`config.mk`:
```
export PLATFORM = sky130hd
export DESIGN_NAME = adc0832_data_receiver
export DESIGN_NICKNAME = d
export VERILOG_FILES = /design/src/rtl/adc0832_data_receiver.sv
export SDC_FILE = /design/constraint.sdc
export NUM_CORES = 1
export LEC_CHECK = 0
export CORE_UTILIZATION = 52
export DETAILED_ROUTE_END_ITERATION = 10
export MAX_ROUTING_LAYER = met4
export PLACE_DENSITY = 0.79
export SYNTH_ARGS = -nofsm -noshare
export SYNTH_HDL_FRONTEND = slang
export SYNTH_SLANG_ARGS = --single-unit
```
`constraint.sdc`:
```
create_clock -name clk -period 2.52 [get_ports clk]
set_input_delay 0.504 -clock clk [delete_from_list [all_inputs] [get_ports clk]]
set_output_delay 0.504 -clock clk [all_outputs]
set_load 0.01 [all_outputs]
```
`src/rtl/adc0832_data_receiver.sv`:
```
// -----------------------------------------------------------------------------
// adc0832_data_receiver
//
// Serial-data capture stage that sits behind the ADC0832 command sequencer.
// Once the sequencer signals that the command phase is over (read_en high),
// the receiver discards the converter's null bit(s), then shifts in the
// MSB-first conversion result. Optionally, it also checks the LSB-first trailer
// that the ADC0832 repeats after the result. The captured word is presented on
// data_out together with a one-cycle data_valid strobe.
//
// Optional feature macro: ADC_LSB_CHECK_EN
//   defined   : an LSB state receives the DATA_WIDTH-1 trailer bits (B1..B(W-1)).
//               Any trailer bit that differs from the captured word sets
//               data_error on that conversion's valid pulse.
//   undefined : there is no LSB state. The receiver goes from MSB straight to
//               DONE, ignores the trailer, and data_error is tied low.
//
// Parameters
//   DATA_WIDTH   conversion width in bits (>= 3)
//   NULL_BITS    DO cycles discarded before the first data bit (1..3)
//   COUNT_WIDTH  width of the completed-conversion counter
//
// Ports
//   clk         ADC serial clock; adc_do is sampled on the rising edge
//   reset       asynchronous, active-high reset
//   read_en     high while DO carries conversion data; low once CS is released
//   adc_do      ADC0832 DO line
//   data_out    last captured sample (MSB-first word)
//   data_valid  one-cycle pulse: data_out/data_error were just updated
//   data_error  LSB trailer mismatch on the last completed conversion
//   busy        high while in the NULL, MSB or LSB state
//   conv_count  number of completed conversions, wraps modulo 2^COUNT_WIDTH
// -----------------------------------------------------------------------------
module adc0832_data_receiver #(
  parameter int DATA_WIDTH  = 8,
  parameter int NULL_BITS   = 1,
  parameter int COUNT_WIDTH = 16
) (
  input  logic                   clk,
  input  logic                   reset,
  input  logic                   read_en,
  input  logic                   adc_do,
  output logic [DATA_WIDTH-1:0]  data_out,
  output logic                   data_valid,
  output logic                   data_error,
  output logic                   busy,
  output logic [COUNT_WIDTH-1:0] conv_count
);

  // The bit counter must hold the largest per-state count: NULL_BITS-1 in
  // NULL, or DATA_WIDTH-1 in MSB.
  localparam int CNT_W = $clog2(DATA_WIDTH + NULL_BITS + 1);

`ifdef ADC_LSB_CHECK_EN
  // The full word is kept so that the trailer can be compared against it.
  localparam int SR_W  = DATA_WIDTH;
  localparam int IDX_W = $clog2(DATA_WIDTH);
`else
  // Without the trailer check, the final MSB bit goes straight into data_out.
  // Only DATA_WIDTH-1 bits therefore need to be held in the shift register.
  localparam int SR_W  = DATA_WIDTH - 1;
`endif

  typedef enum logic [2:0] {
    S_IDLE,
    S_NULL,
    S_MSB,
    S_LSB,
    S_DONE
  } state_t;

  state_t                state, state_nxt;
  logic [CNT_W-1:0]      bit_cnt;
  logic [SR_W-1:0]       shift_reg;
  logic                  last_bit;   // this edge samples the conversion's final bit
  logic [DATA_WIDTH-1:0] word_nxt;   // word that is loaded into data_out on completion

`ifdef ADC_LSB_CHECK_EN
  logic [IDX_W-1:0]      lsb_idx;
  logic                  lsb_mismatch;
  logic                  err_acc;    // sticky mismatch flag within one trailer

  // Trailer bit k (k = 0..W-2) carries data bit B(k+1).
  assign lsb_idx      = IDX_W'(bit_cnt + CNT_W'(1));
  assign lsb_mismatch = adc_do ^ shift_reg[lsb_idx];
  assign word_nxt     = shift_reg;
`else
  assign word_nxt     = {shift_reg, adc_do};
`endif

  // NOTE: the reset is asynchronous, so it sits in the sensitivity list.
  // Every register is cleared without waiting for a clock edge.
  always_ff @(posedge clk or posedge reset) begin
    if (reset) state <= S_IDLE;
    else       state <= state_nxt;
  end

  // NOTE: defaults are assigned first so that no path through the case
  // leaves an output unassigned, which would infer a latch.
  always_comb begin
    state_nxt = state;
    last_bit  = 1'b0;
    unique case (state)
      S_IDLE: begin
        if (read_en) state_nxt = S_NULL;
      end
      S_NULL: begin
        if (!read_en)                             state_nxt = S_IDLE;
        else if (bit_cnt == CNT_W'(NULL_BITS - 1)) state_nxt = S_MSB;
      end
      S_MSB: begin
        if (!read_en) begin
          state_nxt = S_IDLE;
        end else if (bit_cnt == CNT_W'(DATA_WIDTH - 1)) begin
`ifdef ADC_LSB_CHECK_EN
          state_nxt = S_LSB;
`else
          state_nxt = S_DONE;
          last_bit  = 1'b1;
`endif
        end
      end
      S_LSB: begin
        if (!read_en) begin
          state_nxt = S_IDLE;
        end else if (bit_cnt == CNT_W'(DATA_WIDTH - 2)) begin
          state_nxt = S_DONE;
          last_bit  = 1'b1;
        end
      end
      S_DONE: begin
        // Hold here while read_en stays high, so a long CS window cannot
        // produce a second conversion.
        if (!read_en) state_nxt = S_IDLE;
      end
      default: state_nxt = S_IDLE;
    endcase
  end

  // NOTE: all sequential state is updated with non-blocking assignments.
  // Every register therefore sees the pre-edge values of the others.
  always_ff @(posedge clk or posedge reset) begin
    if (reset) begin
      bit_cnt    <= '0;
      shift_reg  <= '0;
      data_out   <= '0;
      data_valid <= 1'b0;
      busy       <= 1'b0;
      conv_count <= '0;
`ifdef ADC_LSB_CHECK_EN
      err_acc    <= 1'b0;
      data_error <= 1'b0;
`endif
    end else begin
      data_valid <= last_bit;
      busy       <= (state_nxt == S_NULL) || (state_nxt == S_MSB) ||
                    (state_nxt == S_LSB);

      // The bit counter restarts on every state change. It counts only inside
      // the bit-consuming states.
      if ((state_nxt != state) || (state_nxt == S_IDLE) || (state_nxt == S_DONE))
        bit_cnt <= '0;
      else
        bit_cnt <= bit_cnt + CNT_W'(1);

      if ((state == S_IDLE) && (state_nxt == S_NULL)) begin
        shift_reg <= '0;
`ifdef ADC_LSB_CHECK_EN
        err_acc   <= 1'b0;
`endif
      end else if ((state == S_MSB) && read_en) begin
        shift_reg <= {shift_reg[SR_W-2:0], adc_do};
      end

`ifdef ADC_LSB_CHECK_EN
      if ((state == S_LSB) && read_en)
        err_acc <= err_acc | lsb_mismatch;
`endif

      if (last_bit) begin
        data_out   <= word_nxt;
        conv_count <= conv_count + COUNT_WIDTH'(1);
`ifdef ADC_LSB_CHECK_EN
        data_error <= err_acc | lsb_mismatch;
`endif
      end
    end
  end

`ifndef ADC_LSB_CHECK_EN
  assign data_error = 1'b0;
`endif

endmodule

```
==> impl_metrics.toml, run 1 <==
[yosys]
syn_area_sq_mm = 0.00191
synth_edf_count = 0
synthSimpleGateAreaFrac_pct = 24.1
synthCells = 190
synth_fa_ha_area_share_pct = 2.63
syn_avg_cell_area_sq_um = 10.0
syn-num-nets = 198
synth-seq-cells = 40
synthXorXnorAreaFrac_pct = 7.81
synthMuxAreaShare_pct = 0
ys.flop_type = "dfrtp_1"
synth_compound_area_share_pct = 8.21
synth_top_family_by_area = "simple AND/OR/NAND/NOR gates"
synth_cell_types = 41
ys_warn_count = 0
synthArstFlopShare_pct = 100
ys_seq_area_share_pct = 52.5

[pwr]
ir_worst_vdd_v = 0.000432
power.density_mw_per_mm2 = 583
power.total_uw = 1340
p_leak_uw = 0.00112

[final_layout]
finalNonFillerCells = 268
n_antenna_cell = 0
syn2layout_area_growth_pct = 20.6
final_common_cell = "nand2_1"
drive_gt1_share_pct = 7.21
final_cell_mix = "nand2_1, dfrtp_1, clkdlybuf4s50_1, inv_1, xor2_1"
num-fill-cells = 269
largest_register_ffs = 16
fin_util_pct = 67.3
final_nets = 229

[worst_setup_path]
cp_slowest_cell = "dfrtp_1"
endpoint_kind = "flop"
crit_type = "flop to flop"
worst-path-max-fanout = 10
reg2reg_from = "bit_cnt[0]"
r2r_cells = 7
cp.required_ns = 2.82
startpoint = "bit_cnt[0]"
start_kind = "flop"
worstPathArrival_ns = 2.29
max_stage_delay_ns = 0.43
crit_chain = "inv_1 > ha_1 > nand3b_2 > o32a_1 > buf_4 > nor4b_1 > xor2_1"

[floorplanning]
die_h_microns = 62.5
start_util_pct = 55.8
die_x_microns = 62.5
row_count = 21
io_pins = 31
design.die.area_sq_mm = 0.00391
core-area_sq_mm = 0.00342

[cts]
clk_root_buffer_cell = "clkbuf_4"
clock_latency_ns = 0.36
post_cts_resized = 0
clkTransAtPathRegs_ns = 0.12
cts_made_buffers = 5
postCtsSetupRepairBufs = 0
cts.sinks = 40
cts_hold_buf = 0
cts_max_level = 2
cts_tree = "built"
clockBufferDepth = 2

[timing]
skew_ns = 0.0137
max-slew-margin-rel_pct = 59.4
rsz0062_at_grt = "false"
finalMaxSlewViolations = 0
worstMarginPinSlew_ns = 0.603
whs_ns = 0.477
fin_crit_sh_pct = 78.9
hold_violations = 0
setup_viol = 0
timing.fmax_mhz = 503
tns_ns = 0
period_needed_ns = 1.99

[placed_design]
place_hpwl_microns = 2700
io_buffers = 29
placedCellCount = 260
gp_congestion = 0.776

[min_path]
hold_depth = 2
hold_start = "data_out[0]"
min_path_type = "flop to flop"

[detailed_routing]
viasPerCell = 5.28
dr.pass1.iters = 4
routed_wl_microns = 3620
routedWlPerCell_microns = 13.5
post-route-drc-count = 0
via_count = 1414
drt_iter0_markers = 43
ant_nets = 0

[grt]
grt_max_degree = 41
grt_pass1_wl_microns = 6210
antenna_found_initial = 0
grt_pass1_vias = 1358
overflow = 0
grt_usage_pct = 21.5

[job]
maxCapViolations = 0

[status]
status = "finished, final reports clean"
[where the power goes]
group	internal, uW	switching (uW)
registers	676	66.5
clock network	137	207
logic	99.9	154
[layout make-up]
| class | instances | area (sq um) | share of cell area [%] |
|---|---|---|---|
| Tap cell | 46 | 57.6 | 2.51 |
| Inverter | 10 | 37.5 | 1.63 |
| Sequential cell | 40 | 1000 | 43.6 |
| Timing Repair Buffer | 33 | 320 | 13.9 |
| Multi-Input combinational cell | 131 | 818 | 35.6 |
| Clock inverter | 1 | 7.51 | 0.327 |
| Clock buffer | 7 | 55.1 | 2.40 |
[routing by layer]
| layer | global-route usage, % | up-vias | routed length (microns) |
|---|---|---|---|
| met4 | 11.6 | 0 | 83 |
| met1 | 25.2 | 686 | 1600 |
| met2 | 35.2 | 28 | 1840 |
| li1 | - | 692 | - |
| met3 | 3.83 | 8 | 89 |
| met5 | - | - | 0 |
[metrics by stage]
step	setup slack (ns)	cell area (sq um)
final	0.532	2300
after global routing	0.347	2300
after CTS	0.524	2300
after detailed placement	0.165	2230
after global placement	0.243	2230
after floorplan	0.769	1910
[synth_stat cells (2+ instances only)]
| cell | n | area share, % |
|---|---|---|
| a211oi_1 | 5 | 2.0 |
| a31oi_1 | 2 | 0.66 |
| buf_2 | 2 | 0.53 |
| clkbuf_1 | 4 | 0.79 |
| dfrtp_1 | 40 | 53 |
| ha_1 | 4 | 2.6 |
| inv_1 | 10 | 2.0 |
| nand2_1 | 47 | 9.3 |
| nand2b_1 | 3 | 0.99 |
| nand3_1 | 4 | 1.1 |
| nand3b_1 | 2 | 0.79 |
| nand4_1 | 3 | 0.99 |
| nor2_1 | 8 | 1.6 |
| nor3_1 | 5 | 1.3 |
| nor3b_1 | 2 | 0.79 |
| nor4b_4 | 2 | 2.5 |
| o21ai_0 | 8 | 2.1 |
| xnor2_1 | 7 | 3.2 |
| xor2_1 | 10 | 4.6 |
[kinds of logic after synthesis]
family,after synthesis
AND/OR/NAND/NOR,86
flip-flops,40
AO/OA/AOI/OAI,23
buffers and inverters,19
XOR/XNOR,17
adder cells (fa/ha/maj),4
other,1
[worst max-delay path: cells and delay by family, from the launching register on]
family                   cells  cell delay [ns]
AO/OA/AOI/OAI                1             0.40
buffers and inverters        2             0.29
flip-flops                   1             0.43
adder cells (fa/ha/maj)      1             0.17
AND/OR/NAND/NOR              2             0.48
XOR/XNOR                     1             0.17
[final timing paths]
kind                                  endpoint  slack [ns]
worst max register to register  conv_count[14]        0.53
min in group asynchronous          data_out[2]        0.56
worst min-delay path               data_out[0]        0.48
max in group asynchronous                 busy        1.61
worst min register to register     data_out[0]        0.48
worst max-delay path            conv_count[14]        0.53
(Power assumes the default switching activity.)
==> inputs of run 2 (changes only) <==
- clock period: 2.52 -> 2.05 ns (I/O delays scaled with it)
==> run 2 against run 1 <==
Effect of this change: sequential share of layout area decreased by 1.2 points; cell count grew 1.9%; core utilization is 1.9 points higher; critical path type unchanged; routed wire length rose by 0.19%; highest routed layer unchanged; setup slack worse by 0.40 ns; sequential power up 20%; global-route usage increased by 0.10 points; first-iteration DRC count up 60%; register-to-register slack worse by 0.40 ns.
==> impl_metrics.toml, run 2 (synthesis gave the netlist of run 1 again) <==
[detailed_routing]
post-route-drc-count = 0
viasPerCell = 5.37
dr.pass1.iters = 4
via_count = 1467
drt_iter0_markers = 69
routedWlPerCell_microns = 13.3
routed_wl_microns = 3620
ant_nets = 0

[worst_setup_path]
crit_type = "flop to flop"
worstPathArrival_ns = 2.20
cp_slowest_cell = "dfrtp_1"
path_buf_inv = 2
start_kind = "flop"
max_stage_delay_ns = 0.43
crit_chain = "inv_1 > ha_1 > nand3b_2 > o32a_1 > buf_12 > nor4_4 > xor2_1"
endpoint_kind = "flop"
r2r_slack_ns = 0.13
worst-path-max-fanout = 12
crit_family = "flip-flops"
cp.required_ns = 2.33

[placed_design]
place_hpwl_microns = 2660
gp_congestion = 0.936
dp_worst_setup_slack_ns = -0.0596
io_buffers = 29

[timing]
rsz0062_at_grt = "false"
layout_setup_ws_ns = 0.129
fin_crit_sh_pct = 93.7
worstMarginPinSlew_ns = 0.686
hold_violations = 0
skew_ns = 0.00634
setup_viol = 0
period_needed_ns = 1.92
timing.fmax_mhz = 521
finalMaxSlewViolations = 0
max-slew-margin-rel_pct = 54.1

[final_layout]
largest_register_ffs = 16
final_common_cell = "nand2_1"
syn2layout_area_growth_pct = 23.9
final_cell_mix = "nand2_1, dfrtp_1, clkdlybuf4s50_1, inv_1, xor2_1"
drive_gt1_share_pct = 10.1
final_nets = 234
fin_util_pct = 69.1
n_antenna_cell = 0

[floorplanning]
die_h_microns = 62.5
io_pins = 31
die_x_microns = 62.5
core-area_sq_mm = 0.00342
row_count = 21
start_util_pct = 55.8
design.die.area_sq_mm = 0.00391

[grt]
grt_max_degree = 41
grt_usage_pct = 21.6
overflow = 0
grt_pass1_wl_microns = 6400
grt_pass1_vias = 1433
antenna_found_initial = 0

[min_path]
min_path_type = "input port to asynchronous set/reset pin"

[job]
maxCapViolations = 0

[status]
status = "finished, final reports clean"

[cts]
clock_latency_ns = 0.35
clkTransAtPathRegs_ns = 0.11
clockBufferDepth = 2
cts_tree = "built"
clk_root_buffer_cell = "clkbuf_4"
cts_hold_buf = 0
cts_max_level = 2
postCtsSetupRepairBufs = 0
cts_made_buffers = 5
cts.sinks = 40
post_cts_resized = 0

[pwr]
power.density_mw_per_mm2 = 700
ir_worst_vdd_v = 0.000519
p_leak_uw = 0.00117
-- run 2: worst paths after layout --
path | from | to | cells past startpoint
setup / recovery | bit_cnt[0] | conv_count[15] | 7
hold / removal | reset | data_out[6] | 3
setup reg to reg | bit_cnt[0] | conv_count[15] | 7
hold reg to reg | conv_count[15] | conv_count[15] | 1
max in group asynchronous | reset | data_out[2] | 3
min in group clk | conv_count[15] | conv_count[15] | 1
-- run 2: layer usage --
| layer | track usage [%] | routed length, microns | vias up |
|---|---|---|---|
| met1 | 24.8 | 1560 | 707 |
| met5 | - | 0 | - |
| met3 | 5.47 | 161 | 9 |
| li1 | - | - | 707 |
| met2 | 35.3 | 1840 | 44 |
| met4 | 10.2 | 63 | 0 |
-- run 2: where the power goes --
| group | leakage [uW] | switching [uW] | internal, uW |
|---|---|---|---|
| Clock | 0.0000380 | 249 | 163 |
| Sequential | 0.000554 | 61.5 | 831 |
| Combinational | 0.000581 | 208 | 140 |
-- run 2: tightest hold or removal path: cells and delay by family --
family	cells	cell delay (ns)
buffers and inverters	3	0.86
-- run 2: cell type report --
class	count	area, sq um
clock buffer	6	51.3
clock inverter	2	10.0
fill	251	1050
inverter	10	37.5
multi-input combinational	131	833
sequential	40	1000
tap	46	57.6
timing repair buffer	38	370
-- run 2: through the flow --
step | instances | power (uW) | setup TNS (ns) | area, sq um | hold WS, ns
after floorplan | 190 | 1150 | 0 | 1910 | 0.446
after global placement | 265 | 1220 | -0.0209 | 2280 | 0.452
after detailed placement | 265 | 1250 | -0.0596 | 2280 | 0.458
final | 273 | 1650 | 0 | 2360 | 0.464
after CTS | 273 | 1660 | 0 | 2350 | 0.477
after global routing | 273 | 1740 | 0 | 2360 | 0.504
==> inputs of run 3 (changes only) <==
- ABC_CLOCK_PERIOD_IN_PS: not set -> 2040
- clock period: 2.05 -> 2.04 ns (I/O delays scaled with it)
==> results of run 3 <==
The final DEF is identical to that of run 2. Status: finished, final reports clean.
Among the figures that moved: setup slack after placement -0.0596 ns -> -0.0676 ns; setup slack after layout 0.129 ns -> 0.119 ns; hold slack 0.464 ns -> 0.462 ns; register-to-register setup slack 0.13 ns -> 0.12 ns; total power 1650 uW -> 1660 uW; worst IR drop on VDD 0.000519 V -> 0.000522 V
